$ cat config.mk
export PLATFORM = sky130hd
export DESIGN_NAME = uart_tx_arbiter
export DESIGN_NICKNAME = d
export VERILOG_FILES = /design/src/rtl/uart_pkg.sv /design/src/rtl/uart_rr_pick.sv /design/src/rtl/uart_tx_arbiter.sv
export SDC_FILE = /design/constraint.sdc
export NUM_CORES = 1
export LEC_CHECK = 0
export ABC_AREA = 1
export BUFFER_PORTS_ARGS = -buffer_cell sky130_fd_sc_hd__buf_2
export CORE_MARGIN = 5
export CORE_UTILIZATION = 35
export CTS_BUF_LIST = sky130_fd_sc_hd__clkbuf_16
export DETAILED_ROUTE_END_ITERATION = 10
export PLACE_DENSITY_LB_ADDON = 0.08
export SKIP_LAST_GASP = 1
export SLEW_MARGIN = 5
export SYNTH_ARGS = -nofsm -noshare
export SYNTH_HDL_FRONTEND = slang
export SYNTH_SLANG_ARGS = --single-unit
$ cat constraint.sdc
create_clock -name clk -period 2.14 [get_ports clk]
set_input_delay 0.214 -clock clk [delete_from_list [all_inputs] [get_ports clk]]
set_output_delay 0.214 -clock clk [all_outputs]
set_load 0.01 [all_outputs]
$ cat src/rtl/uart_pkg.sv
// Shared types for the UART transmit arbiter: FSM state encoding, data width
// and the round-robin pointer increment.
package uart_pkg;

    localparam int UART_DATA_W = 8;

    typedef enum logic [1:0] {
        ST_ARB,
        ST_START,
        ST_WAIT,
        ST_GAP
    } arb_state_t;

    function automatic int rr_next(input int idx, input int n);
        return (idx + 1 >= n) ? 0 : idx + 1;
    endfunction

endpackage

$ cat src/rtl/uart_rr_pick.sv
// Round-robin picker: one-hot first set bit of req scanning upward from ptr, wrapping.
// Latency: purely combinational, zero cycles.
// Backpressure: none; the caller decides whether the pick is consumed.
module uart_rr_pick #(
    parameter int NUM_REQ = 4,
    parameter int PTR_W   = 2
) (
    input  logic [NUM_REQ-1:0] req,
    input  logic [PTR_W-1:0]   ptr,
    output logic [NUM_REQ-1:0] pick,
    output logic               found
);

    // The first pass covers ptr..NUM_REQ-1 and the second wraps to 0..ptr-1.
    // Indices at or above ptr are already known clear by the time the second pass runs.
    always_comb begin
        pick  = '0;
        found = 1'b0;
        for (int i = 0; i < NUM_REQ; i++) begin
            if (!found && req[i] && (i >= int'(ptr))) begin
                pick[i] = 1'b1;
                found   = 1'b1;
            end
        end
        for (int i = 0; i < NUM_REQ; i++) begin
            if (!found && req[i]) begin
                pick[i] = 1'b1;
                found   = 1'b1;
            end
        end
    end

endmodule

$ cat src/rtl/uart_tx_arbiter.sv
// Frame-level round-robin arbiter sharing one uart_tx among NUM_REQ byte streams.
// Latency: accept at T, tx_start at T+1; next accept no earlier than tx_done+1+GAP_CYCLES.
// Backpressure: req_ready only in ARB to the single eligible winner; a locked frame owner excludes others.
module uart_tx_arbiter
    import uart_pkg::*;
#(
    parameter int NUM_REQ      = 4,
    parameter int GAP_CYCLES   = 0,
    parameter int LOCK_TIMEOUT = 1024
) (
    input  logic                           clk,
    input  logic                           reset,
    input  logic [NUM_REQ-1:0]             req_valid,
    input  logic [UART_DATA_W*NUM_REQ-1:0] req_data,
    input  logic [NUM_REQ-1:0]             req_last,
    output logic [NUM_REQ-1:0]             req_ready,
    output logic                           tx_start,
    output logic [UART_DATA_W-1:0]         tx_data,
    input  logic                           tx_done,
    output logic [NUM_REQ-1:0]             grant,
    output logic                           busy,
    output logic                           lock_abort
);

    localparam int PTR_W = (NUM_REQ > 1) ? $clog2(NUM_REQ) : 1;
    localparam int TMO_W = (LOCK_TIMEOUT > 1) ? $clog2(LOCK_TIMEOUT + 1) : 1;

    arb_state_t             state, state_nxt;
    logic                   lock;
    logic [PTR_W-1:0]       owner, rr_ptr, w_idx;
    logic [NUM_REQ-1:0]     eligible, pick;
    logic                   found, accept, owner_valid, tmo_hit, gap_end, to_arb;
    logic [TMO_W-1:0]       tmo_cnt;
    logic [7:0]             gap_cnt;
    logic [UART_DATA_W-1:0] sel_data;

    // While locked, grant is the one-hot owner, so it doubles as the eligibility mask.
    assign owner_valid = |(req_valid & grant);
    assign eligible    = lock ? (req_valid & grant) : req_valid;
    assign accept      = (state == ST_ARB) && found && !reset;
    assign req_ready   = accept ? pick : '0;
    assign gap_end     = (gap_cnt == 8'(GAP_CYCLES - 1));
    assign tmo_hit     = (LOCK_TIMEOUT != 0) && (state == ST_ARB) && lock && !owner_valid
                         && (tmo_cnt == TMO_W'(LOCK_TIMEOUT - 1));
    assign to_arb      = (state != ST_ARB) && (state_nxt == ST_ARB);

    uart_rr_pick #(
        .NUM_REQ (NUM_REQ),
        .PTR_W   (PTR_W)
    ) u_pick (
        .req   (eligible),
        .ptr   (rr_ptr),
        .pick  (pick),
        .found (found)
    );

    always_comb begin
        w_idx    = '0;
        sel_data = '0;
        for (int i = 0; i < NUM_REQ; i++) begin
            if (pick[i]) begin
                w_idx    = PTR_W'(i);
                sel_data = req_data[i*UART_DATA_W +: UART_DATA_W];
            end
        end
    end

    always_ff @(posedge clk) begin
        if (reset) state <= ST_ARB;
        else       state <= state_nxt;
    end

    always_comb begin
        state_nxt = state;
        busy      = 1'b1;
        tx_start  = 1'b0;
        case (state)
            ST_ARB: begin
                busy = 1'b0;
                if (accept) state_nxt = ST_START;
            end
            ST_START: begin
                tx_start  = 1'b1;
                state_nxt = ST_WAIT;
            end
            ST_WAIT: begin
                if (tx_done) state_nxt = (GAP_CYCLES > 0) ? ST_GAP : ST_ARB;
            end
            ST_GAP: begin
                if (gap_end) state_nxt = ST_ARB;
            end
            default: state_nxt = ST_ARB;
        endcase
    end

    always_ff @(posedge clk) begin
        if (reset) begin
            tx_data    <= '0;
            grant      <= '0;
            lock       <= 1'b0;
            owner      <= '0;
            rr_ptr     <= '0;
            tmo_cnt    <= '0;
            gap_cnt    <= '0;
            lock_abort <= 1'b0;
        end else begin
            lock_abort <= 1'b0;
            if (accept) begin
                tx_data <= sel_data;
                grant   <= pick;
                tmo_cnt <= '0;
                if (|(req_last & pick)) begin
                    lock   <= 1'b0;
                    rr_ptr <= PTR_W'(rr_next(int'(w_idx), NUM_REQ));
                end else begin
                    lock  <= 1'b1;
                    owner <= w_idx;
                end
            end else if (tmo_hit) begin
                // Owner went silent mid-frame: release it and move the pointer past it.
                lock       <= 1'b0;
                grant      <= '0;
                tmo_cnt    <= '0;
                rr_ptr     <= PTR_W'(rr_next(int'(owner), NUM_REQ));
                lock_abort <= 1'b1;
            end else if ((LOCK_TIMEOUT != 0) && (state == ST_ARB) && lock && !owner_valid) begin
                tmo_cnt <= tmo_cnt + 1'b1;
            end

            if (to_arb && !lock) grant <= '0;

            if (state == ST_GAP) gap_cnt <= gap_end ? 8'd0 : gap_cnt + 8'd1;
            else                 gap_cnt <= 8'd0;
        end
    end

endmodule

==> run_results.csv, run 1 <==
group,metric,value,unit
layout,nNetsFinal,414,
clocking,clkTransAtPathRegs,60,ps
critical_path,timing.rr.start,"lock$_SDFFE_PP0P_",
floorplan,ioPinCount,62,
logic_synthesis,syn_area,2155,um2
global_route,grt_max_degree,15,
logic_synthesis,avgSynthCellArea,7.254,um2
detailed_routing,ant_nets,0,
clocking,tritoncts,"yes",
floorplan,start_util,36.18,%
place,gp_congestion,0.8220,
detailed_routing,vias_per_cell,4.673,
critical_path,reg2regPathDepth,13,
layout,final_common_cell,"nand2_1",
logic_synthesis,synth_fp_nets,343,
floorplan,die_x,88.46,um
clocking,cts_hold_buf,0,
place,place_hpwl,4300,um
global_route,overflow,0,
critical_path,r2r-end,"tx_data[0]$_SDFFE_PP0P_",
worst_hold_path,hp-start,"req_data[26]",
timing,rsz0062_at_grt,"true",
detailed_routing,dr.pass1.iters,4,
detailed_routing,routedWlPerCell,12.27,um
critical_path,crit_type,"register to output port",
logic_synthesis,synth_cells,297,
timing,hold_viol_final,0,
detailed_routing,vias,2075,
layout,fillers,619,
logic_synthesis,ys_seq_elements,39,
timing,fin_crit,2010,ps
detailed_routing,drc,0,
detailed_routing,routed_wl,5448,um
timing,tns,0,ps
pwr,ir_worst_vdd,0.4378,mV
floorplan,core_area,5956,um2
critical_path,endpoint_kind,"output port",
pwr,finalPower,2.578,mW
global_route,antenna_found_initial,0,
place,numPortBuffers,61,
critical_path,crit_path_start_kind,"register",
worst_hold_path,worstHoldPathType,"primary input to register",
clocking,h-tree-depth,2,
global_route,grt_pass1_vias,2085,
timing,slew_violations,0,
pwr,powerDensity,926.0,nW/um2
critical_path,cp.arrival,1800,ps
logic_synthesis,ys_types,35,
clocking,numCtsBuffers,5,
floorplan,rows,28,
critical_path,startpoint,"lock$_SDFFE_PP0P_",
detailed_routing,dr.first_iter.drc_count,61,
clocking,clk_latency,280,ps
clocking,cts_buffer_depth,2,
timing,tightest_slew,366.0,ps
global_route,grt_pass1_wl,9025,um
critical_path,critical_path.endpoint,"req_ready[1]",
floorplan,die_h,88.46,um
timing,timing.fmax,0.4976,GHz
critical_path,worstPathRequired,1930,ps
layout,diodes,0,
logic_synthesis,ys_seq_area_share,36.24,%
timing,setup_viol,0,
layout,syn2layout_area_growth,29.21,%
floorplan,fp.dieArea,7825,um2
pwr,p_leak,1.294,nW
logic_synthesis,yosys_warnings,0,
timing,slew_headroom,75.38,%
critical_path,reg2reg_slack,220,ps
layout,drive_gt1_share,31.17,%
timing,post-route-period-util,93.90,%
critical_path,crit_fanout,8,
run_status,status,"finished, final reports clean",
clocking,clock-root-buffer,"clkbuf_16",
job,drv_cap,0,
global_route,track_usage,14.71,%
timing,finClkSkew,3.954,ps
clocking,cts_sinks,39,
layout,layout_common_cells,"nand2_1 (63), buf_2 (61), nor2_1 (47)",
## kinds of logic (layout without fill, tap and decap cells)
logic type                 count (synthesis)  count (layout)  share of synthesized area (%)
AOI/OAI and AO/OA                         41              41                          12.78
DFF                                       39              39                          36.24
buffers and inverters                     43             115                          7.840
and+or+nand+nor                          166             166                          39.37
adders and majority gates                  3               3                          1.742
xor gates and xnor gates                   5               5                          2.032
## worst min path at each step
stage / end / slack (ps) / cells past startpoint
floorplan: lock$_SDFFE_PP0P_ / 280 / 1
global placement: tx_data[6]$_SDFFE_PP0P_ / 430 / 3
detailed placement: gap_cnt[0]$_SDFF_PP0_ / 440 / 1
CTS: tx_data[2]$_SDFFE_PP0P_ / 140 / 3
global route: tx_data[2]$_SDFFE_PP0P_ / 170 / 3
finish: tx_data[2]$_SDFFE_PP0P_ / 150 / 3
## power breakdown
| group | internal (mW) | switching, mW | leakage [nW] | total, mW |
|---|---|---|---|---|
| Combinational | 0.261 | 0.471 | 0.881 | 0.733 |
| Sequential | 0.808 | 0.0571 | 0.317 | 0.865 |
| Clock | 0.676 | 0.304 | 0.0959 | 0.980 |
## cells in the mapped netlist, drive strengths merged
library cell / number / area (um2)
ha: 3 / 37.54
o21bai: 1 / 11.26
o21ai: 7 / 35.03
nor3b: 4 / 35.03
o211ai: 1 / 7.510
a21oi: 18 / 101.4
inv: 42 / 157.7
nor4: 2 / 18.77
o221ai: 6 / 52.55
nand2: 74 / 320.3
buf: 1 / 11.26
nor2: 54 / 237.7
nand4: 10 / 83.83
nor3: 6 / 46.30
xor2: 5 / 43.79
a22oi: 7 / 52.55
a221oi: 1 / 15.01
dfxtp: 39 / 780.8
nand3: 13 / 87.59
or2: 3 / 18.77
## sequential cells by signal, indices dropped and copies added, names as in the netlist
signal      count
tmo_cnt        11
gap_cnt         8
tx_data         8
grant           4
owner           2
rr_ptr          2
state           2
lock            1
lock_abort      1
## per-layer routing
metal | vias to the layer above | part of all wire [%] | global-route usage, %
met5 | - | 0 | 0
met4 | 0 | 1.2 | 4.945
met3 | 4 | 4.9 | 2.980
met2 | 49 | 44 | 23.05
met1 | 909 | 50 | 20.19
li1 | 1113 | - | -
## metrics by stage
step	util (%)	hold WS, ps	setup WS [ps]	cell area (um2)	instances
floorplan	-	283.1	567.9	2155	297
detailed placement	43.07	437.5	201.6	2565	435
global route	46.74	167.3	-49.08	2784	444
finish	46.74	149.5	130.5	2784	444
global placement	43.07	433.0	264.3	2565	435
CTS	46.49	144.5	53.43	2769	444
## timing repair
action                                  4_1_cts  5_1_grt
setup buffers                                 1        0
resized for setup                             0        4
pin swaps                                     1        0
endpoints found under the setup margin        1        9
## worst max-delay path, cell delays in order (launching register included)
cell	delay [ps]
dfxtp_1	380
inv_2	80
nand2_2	80
nand2_4	80
nand2_4	80
nand2_1	50
nor2_1	90
nand4_1	130
nand2_2	140
inv_2	90
nor2_2	160
buf_2	160
## final cells by class
type                            count  area [um2]  area share (%)
Inverter                           42       157.7           5.663
Sequential cell                    39       780.7           28.04
Clock inverter                      3       71.32           2.562
Tap cell                           75       93.84           3.371
Multi-Input combinational cell    215        1220           43.82
Timing Repair Buffer               65       335.3           12.04
Clock buffer                        5       125.1           4.494
No activity file was read; power rests on OpenSTA's default activity.
==> run 2: changes to the inputs <==
- SYNTH_HIERARCHICAL: unset -> 1
==> run 2 against run 1 <==
- combinational power barely moved
- clock power fell by 12%
- wire length rose by 12%
- fmax fell by 1.0%
- area after synthesis rose by 6.1%
- via count rose by 8.9%
- hold slack improved by 1.0 ps
- first-iteration DRC count fell by 20%
- clock-buffer cell count did not move
- power fell by 6.4%
- non-clock buffer count rose by 14
- critical path type unchanged
- utilization rose by 0.72 points
==> run_results.csv, run 2 <==
group,metric,value,unit
layout,layout_common_cells,"nand2_1 (86), buf_2 (61), dfxtp_1 (38)",
pwr,powerDensity,800.3,nW/um2
logic_synthesis,yosys.area.top_type,"dfxtp_1",
detailed_routing,routedWlPerCell,12.57,um
timing,timing.fmax,0.4925,GHz
pwr,power_frac_seq,34.1,%
layout,diodes,0,
clocking,numCtsBuffers,5,
critical_path,endpoint_kind,"output port",
pwr,finalPower,2.412,mW
detailed_routing,vias,2260,
timing,hold_viol_final,0,
detailed_routing,routed_wl,6107,um
critical_path,startpoint,"lock$_SDFFE_PP0P_",
critical_path,cp.arrival,1820,ps
logic_synthesis,yosys_warnings,6,
timing,finClkSkew,4.948,ps
global_route,grt_pass1_vias,2234,
logic_synthesis,avgSynthCellArea,6.927,um2
critical_path,crit_family,"simple AND/OR/NAND/NOR gates",
timing,slew_headroom,70.67,%
clocking,clk_latency,280,ps
critical_path,worstPathRequired,1930,ps
place,placed_area,2699,um2
global_route,overflow,0,
floorplan,rows,29,
global_route,antenna_found_initial,0,
timing,worst_slack,109.5,ps
layout,syn2layout_area_growth,31.86,%
logic_synthesis,yosysMostFrequentCell,"nand2_1",
logic_synthesis,synth_cells,330,
critical_path,crit_type,"register to output port",
critical_path,timing.rr.start,"lock$_SDFFE_PP0P_",
run_status,status,"finished, final reports clean",
detailed_routing,vias_per_cell,4.650,
timing,tightest_slew,438.3,ps
timing,slew_violations,0,
critical_path,critPathBufInv,3,
critical_path,crit_path_cell_trace,"inv_2 > nand2_2 > nand2_2 > nand2_4 > nand3_4 > nor2_4 > nand4_1 > nand3_4 > buf_4 > nor2_4 > buf_2",
timing,rsz0062_at_grt,"true",
floorplan,die_h,90.82,um
layout,top_register,"tmo_cnt",
pwr,clock_power_share,35.6,%
detailed_routing,dr.pass1.iters,4,
clocking,h-tree-depth,2,
critical_path,reg2regPathDepth,16,
logic_synthesis,synth-edff-count,0,
timing,post-route-period-util,94.88,%
logic_synthesis,syn_area,2286,um2
logic_synthesis,ys_seq_area_share,34.15,%
floorplan,fp.dieArea,8247,um2
layout,final_common_cell,"nand2_1",
worst_hold_path,hold_depth,3,
pwr,power_switching,792.4,uW
layout,largest_reg_flops,11,
floorplan,start_util,36.00,%
place,post-place-ws,65.61,ps
clocking,tritoncts,"yes",
logic_synthesis,synth_fp_nets,377,
layout,drive_gt1_share,33.25,%
critical_path,slowest_delay,330,ps
clocking,clkTransAtPathRegs,60,ps
clocking,cts_sinks,39,
place,place_hpwl,4660,um
critical_path,crit_path_start_kind,"register",
logic_synthesis,ys_types,30,
detailed_routing,drc,0,
critical_path,cp_slowest_cell,"dfxtp_2",
worst_hold_path,hp-start,"req_data[28]",
place,numPortBuffers,61,
logic_synthesis,async_flop_share,0,%
logic_synthesis,ys_seq_elements,39,
layout,fillers,661,
clocking,cts_hold_buf,0,
pwr,p_leak,1.346,nW
layout,reg_top3,"tmo_cnt (11), gap_cnt (8), tx_data (8)",
pwr,sw_frac_of_total,32.85,%
timing,setup_viol,0,
floorplan,die_x,90.82,um
critical_path,reg2reg_slack,120,ps
place,gp_congestion,0.8434,
clocking,clock-root-buffer,"clkbuf_16",
logic_synthesis,synthTopCellsByArea,"dfxtp_1 (34%), nand2_1 (15%), a21oi_1 (7.4%)",
clocking,cts_buffer_depth,2,
global_route,grt_max_degree,15,
job,drv_cap,0,
logic_synthesis,synth-main-ff-cell,"dfxtp_1",
global_route,track_usage,14.82,%
pwr,internal_power,1.620,mW
floorplan,ioPinCount,62,
pwr,ir_worst_vdd,0.4224,mV
critical_path,crit_fanout,6,
timing,holdWs,150.5,ps
layout,postLayoutCellArea,3014,um2
worst_hold_path,worstHoldPathType,"primary input to register",
timing,fin_crit,2030,ps
floorplan,core_area,6350,um2
pwr,p_comb_share,30.2,%
detailed_routing,ant_nets,0,
detailed_routing,dr.first_iter.drc_count,49,
logic_synthesis,synthDominantCellAreaShare,34.15,%
logic_synthesis,synth_common_cells,"nand2_1 (91), dfxtp_1 (39), inv_1 (36), a21oi_1 (34), nor2_1 (24)",
global_route,grt_pass1_wl,10140,um
layout,nNetsFinal,455,
critical_path,worstSetupPathDepth,11,
[run 2: what timing repair did]
action	4_1_cts	5_1_grt
resized for setup	5	16
setup buffers	5	5
endpoints found under the setup margin	4	26
pin swaps	3	11
[run 2: metal layers]
metal | vias to the layer above | wire [um] | track usage (%) | share of wire (%)
met1 | 994 | 2796 | 18.42 | 46
li1 | 1219 | - | - | -
met5 | - | 0 | 0 | 0
met4 | 0 | 70 | 4.156 | 1.1
met3 | 6 | 232 | 3.500 | 3.8
met2 | 41 | 3007 | 25.42 | 49
[run 2: final timing paths]
| kind | to |
|---|---|
| max | req_ready[3] |
| min | tx_data[4]$_SDFFE_PP0P_ |
| max reg2reg | rr_ptr[1]$_SDFFE_PP0P_ |
| min reg2reg | gap_cnt[0]$_SDFF_PP0_ |
[run 2: area by class of cell]
cell class / instances / area, um2 / share of cell area, %
multi-input combinational: 244 / 1360 / 45.12
sequential: 39 / 782.0 / 25.94
timing repair buffer: 79 / 460.4 / 15.28
inverter: 39 / 146.4 / 4.857
clock buffer: 5 / 125.1 / 4.151
tap: 77 / 96.34 / 3.196
clock inverter: 3 / 43.79 / 1.453
[run 2: worst min-delay path, cell delays in order]
cell	delay (ps)
buf_2	80
a22oi_1	50
o21ai_1	60
[run 2: kinds of logic (layout without fill, tap and decap cells)]
family	after synthesis	count (layout)	synth area share, %
and+or+nand+nor	178	178	38.75
xor gates and xnor gates	7	7	2.682
adders and majority gates	4	4	2.189
AOI/OAI and AO/OA	55	55	13.08
DFF	39	39	34.15
buffers and inverters	47	126	9.140
[run 2: power groups by stage]
stage          logic, mW  clock network [mW]  registers [mW]
6_report           0.730               0.860           0.823
5_1_grt            0.805               0.906           0.829
4_1_cts            0.682               0.876           0.823
3_5_place_dp       0.660                   0           0.838
3_3_place_gp       0.656                   0           0.838
2_1_floorplan      0.429                   0           0.853
[run 2: stage by stage]
| step | TNS [ps] | util [%] | instances |
|---|---|---|---|
| after floorplan | 0 | - | 330 |
| after global placement | 0 | 42.50 | 468 |
| after detailed placement | 0 | 42.50 | 468 |
| after CTS | -1.461 | 46.11 | 481 |
| after global routing | -220.4 | 47.47 | 486 |
| final | 0 | 47.47 | 486 |
==> run 3: changes to the inputs <==
- MAX_ROUTING_LAYER: unset -> met4
==> run 3 against run 2 <==
- combinational power barely moved
- first-iteration DRC count is 10% higher
- sequential share of layout area unchanged
- sequential power about the same
- register-to-register slack hardly changed
- via count unchanged
- largest cell class unchanged
==> run_results.csv, run 3 (synthesis gave the netlist of run 2 again) <==
group,metric,value,unit
timing,tightest_slew,436.1,ps
layout,top_register,"tmo_cnt",
layout,largest_reg_flops,11,
critical_path,endpoint_kind,"output port",
timing,finClkSkew,5.279,ps
clocking,cts_buffer_depth,2,
clocking,cts_hold_buf,0,
detailed_routing,routed_wl,6092,um
floorplan,die_h,90.82,um
worst_hold_path,holdPathEnd,"tx_data[4]$_SDFFE_PP0P_",
layout,postLayoutCoreUtil,47.47,%
job,drv_cap,0,
critical_path,r2r-end,"rr_ptr[1]$_SDFFE_PP0P_",
place,gp_congestion,0.8565,
timing,slew_violations,0,
critical_path,timing.rr.start,"lock$_SDFFE_PP0P_",
detailed_routing,dr.pass1.iters,4,
global_route,grt_max_degree,15,
timing,fin_crit,2030,ps
worst_hold_path,worstHoldPathType,"primary input to register",
critical_path,worstPathRequired,1930,ps
layout,postLayoutCellArea,3014,um2
layout,final_common_cell,"nand2_1",
pwr,ir_worst_vdd,0.4176,mV
layout,syn2layout_area_growth,31.86,%
clocking,tritoncts,"yes",
detailed_routing,dr.first_iter.drc_count,54,
place,numPortBuffers,61,
timing,slew_headroom,70.82,%
critical_path,crit_path_start_kind,"register",
layout,drive_gt1_share,33.25,%
timing,tns,0,ps
global_route,track_usage,15.28,%
critical_path,reg2regPathDepth,16,
floorplan,ioPinCount,62,
timing,timing.fmax,0.4927,GHz
floorplan,core_area,6350,um2
worst_hold_path,hp-start,"req_data[28]",
layout,diodes,0,
critical_path,cp.arrival,1820,ps
layout,reg_top3,"tmo_cnt (11), gap_cnt (8), tx_data (8)",
global_route,grt_pass1_vias,2233,
clocking,numCtsBuffers,5,
pwr,p_leak,1.346,nW
global_route,grt_pass1_wl,10140,um
clocking,clkTransAtPathRegs,60,ps
detailed_routing,drc,0,
detailed_routing,vias,2260,
place,place_hpwl,4660,um
timing,rsz0062_at_grt,"true",
pwr,powerDensity,798.7,nW/um2
clocking,clk_latency,280,ps
timing,post-route-period-util,94.84,%
place,placed_area,2699,um2
layout,fillers,661,
global_route,antenna_found_initial,0,
critical_path,crit_type,"register to output port",
critical_path,reg2reg_slack,120,ps
clocking,clock-root-buffer,"clkbuf_16",
layout,nNetsFinal,455,
detailed_routing,ant_nets,0,
floorplan,fp.dieArea,8247,um2
clocking,h-tree-depth,2,
timing,hold_viol_final,0,
critical_path,crit_fanout,6,
floorplan,rows,29,
clocking,cts_sinks,39,
pwr,finalPower,2.407,mW
global_route,overflow,0,
detailed_routing,vias_per_cell,4.650,
detailed_routing,routedWlPerCell,12.53,um
run_status,status,"finished, final reports clean",
floorplan,die_x,90.82,um
timing,setup_viol,0,
layout,layout_common_cells,"nand2_1 (86), buf_2 (61), dfxtp_1 (38)",
floorplan,start_util,36.00,%
worst_hold_path,hold_depth,3,
[run 3: cell counts in the layout (fill, tap and decap cells not counted)]
No cell type changed its count.
[run 3: layout make-up]
type	count	area (um2)	area share, %
repair buffers	79	460.4	15.28
well taps	77	96.34	3.196
clock buffers	5	125.1	4.151
clock inverters	3	43.79	1.453
multi-input cells	244	1360	45.12
inverters	39	146.4	4.857
flip-flops and latches	39	782.0	25.94
[run 3: power breakdown]
| part | total [mW] | internal, mW | switching, mW | leakage [nW] |
|---|---|---|---|---|
| Clock | 0.857 | 0.550 | 0.307 | 0.0838 |
| Sequential | 0.822 | 0.785 | 0.0375 | 0.317 |
| Combinational | 0.728 | 0.285 | 0.443 | 0.945 |
| Total | 2.41 | 1.62 | 0.788 | 1.35 |
[run 3: worst max-delay path, stage by stage, from the launching register on]
cell	delay (ps)
dfxtp_2	330
inv_2	50
nand2_2	60
nand2_2	70
nand2_4	90
nand3_4	90
nor2_4	140
nand4_1	190
nand3_4	170
buf_4	170
nor2_4	50
buf_2	130
[run 3: metal layers]
metal	up-vias	part of all wire, %	wire length [um]	global-route usage (%)
li1	1219	-	-	-
met1	993	46	2793	18.42
met2	44	50	3026	25.42
met3	4	3.6	219	4.250
met4	0	0.87	53	3.423
met5	-	0	0	-
[run 3: worst max path at each step]
stage | endpoint | from | slack, ps
finish | req_ready[3] | lock$_SDFFE_PP0P_ | 110
global route | rr_ptr[1]$_SDFFE_PP0P_ | lock$_SDFFE_PP0P_ | -40
CTS | req_ready[2] | lock$_SDFFE_PP0P_ | -1
detailed placement | rr_ptr[1]$_SDFFE_PP0P_ | lock$_SDFFE_PP0P_ | 70
global placement | tx_data[1]$_SDFFE_PP0P_ | lock$_SDFFE_PP0P_ | 130
floorplan | rr_ptr[1]$_SDFFE_PP0P_ | lock$_SDFFE_PP0P_ | 3
[run 3: repair_timing]
action,CTS,global route
resized for setup,5,16
hold endpoints to repair,0,0
setup buffers,5,5
setup endpoints to repair,4,26
pin swaps,3,11
[run 3: per-stage QoR]
stage	std cells	setup slack, ps	hold slack [ps]
3_3_place_gp	468	129.4	432.9
5_1_grt	486	-35.58	163.6
4_1_cts	481	-1.461	144.7
2_1_floorplan	330	3.256	275.7
6_report	486	110.4	152.7
3_5_place_dp	468	65.61	439.1
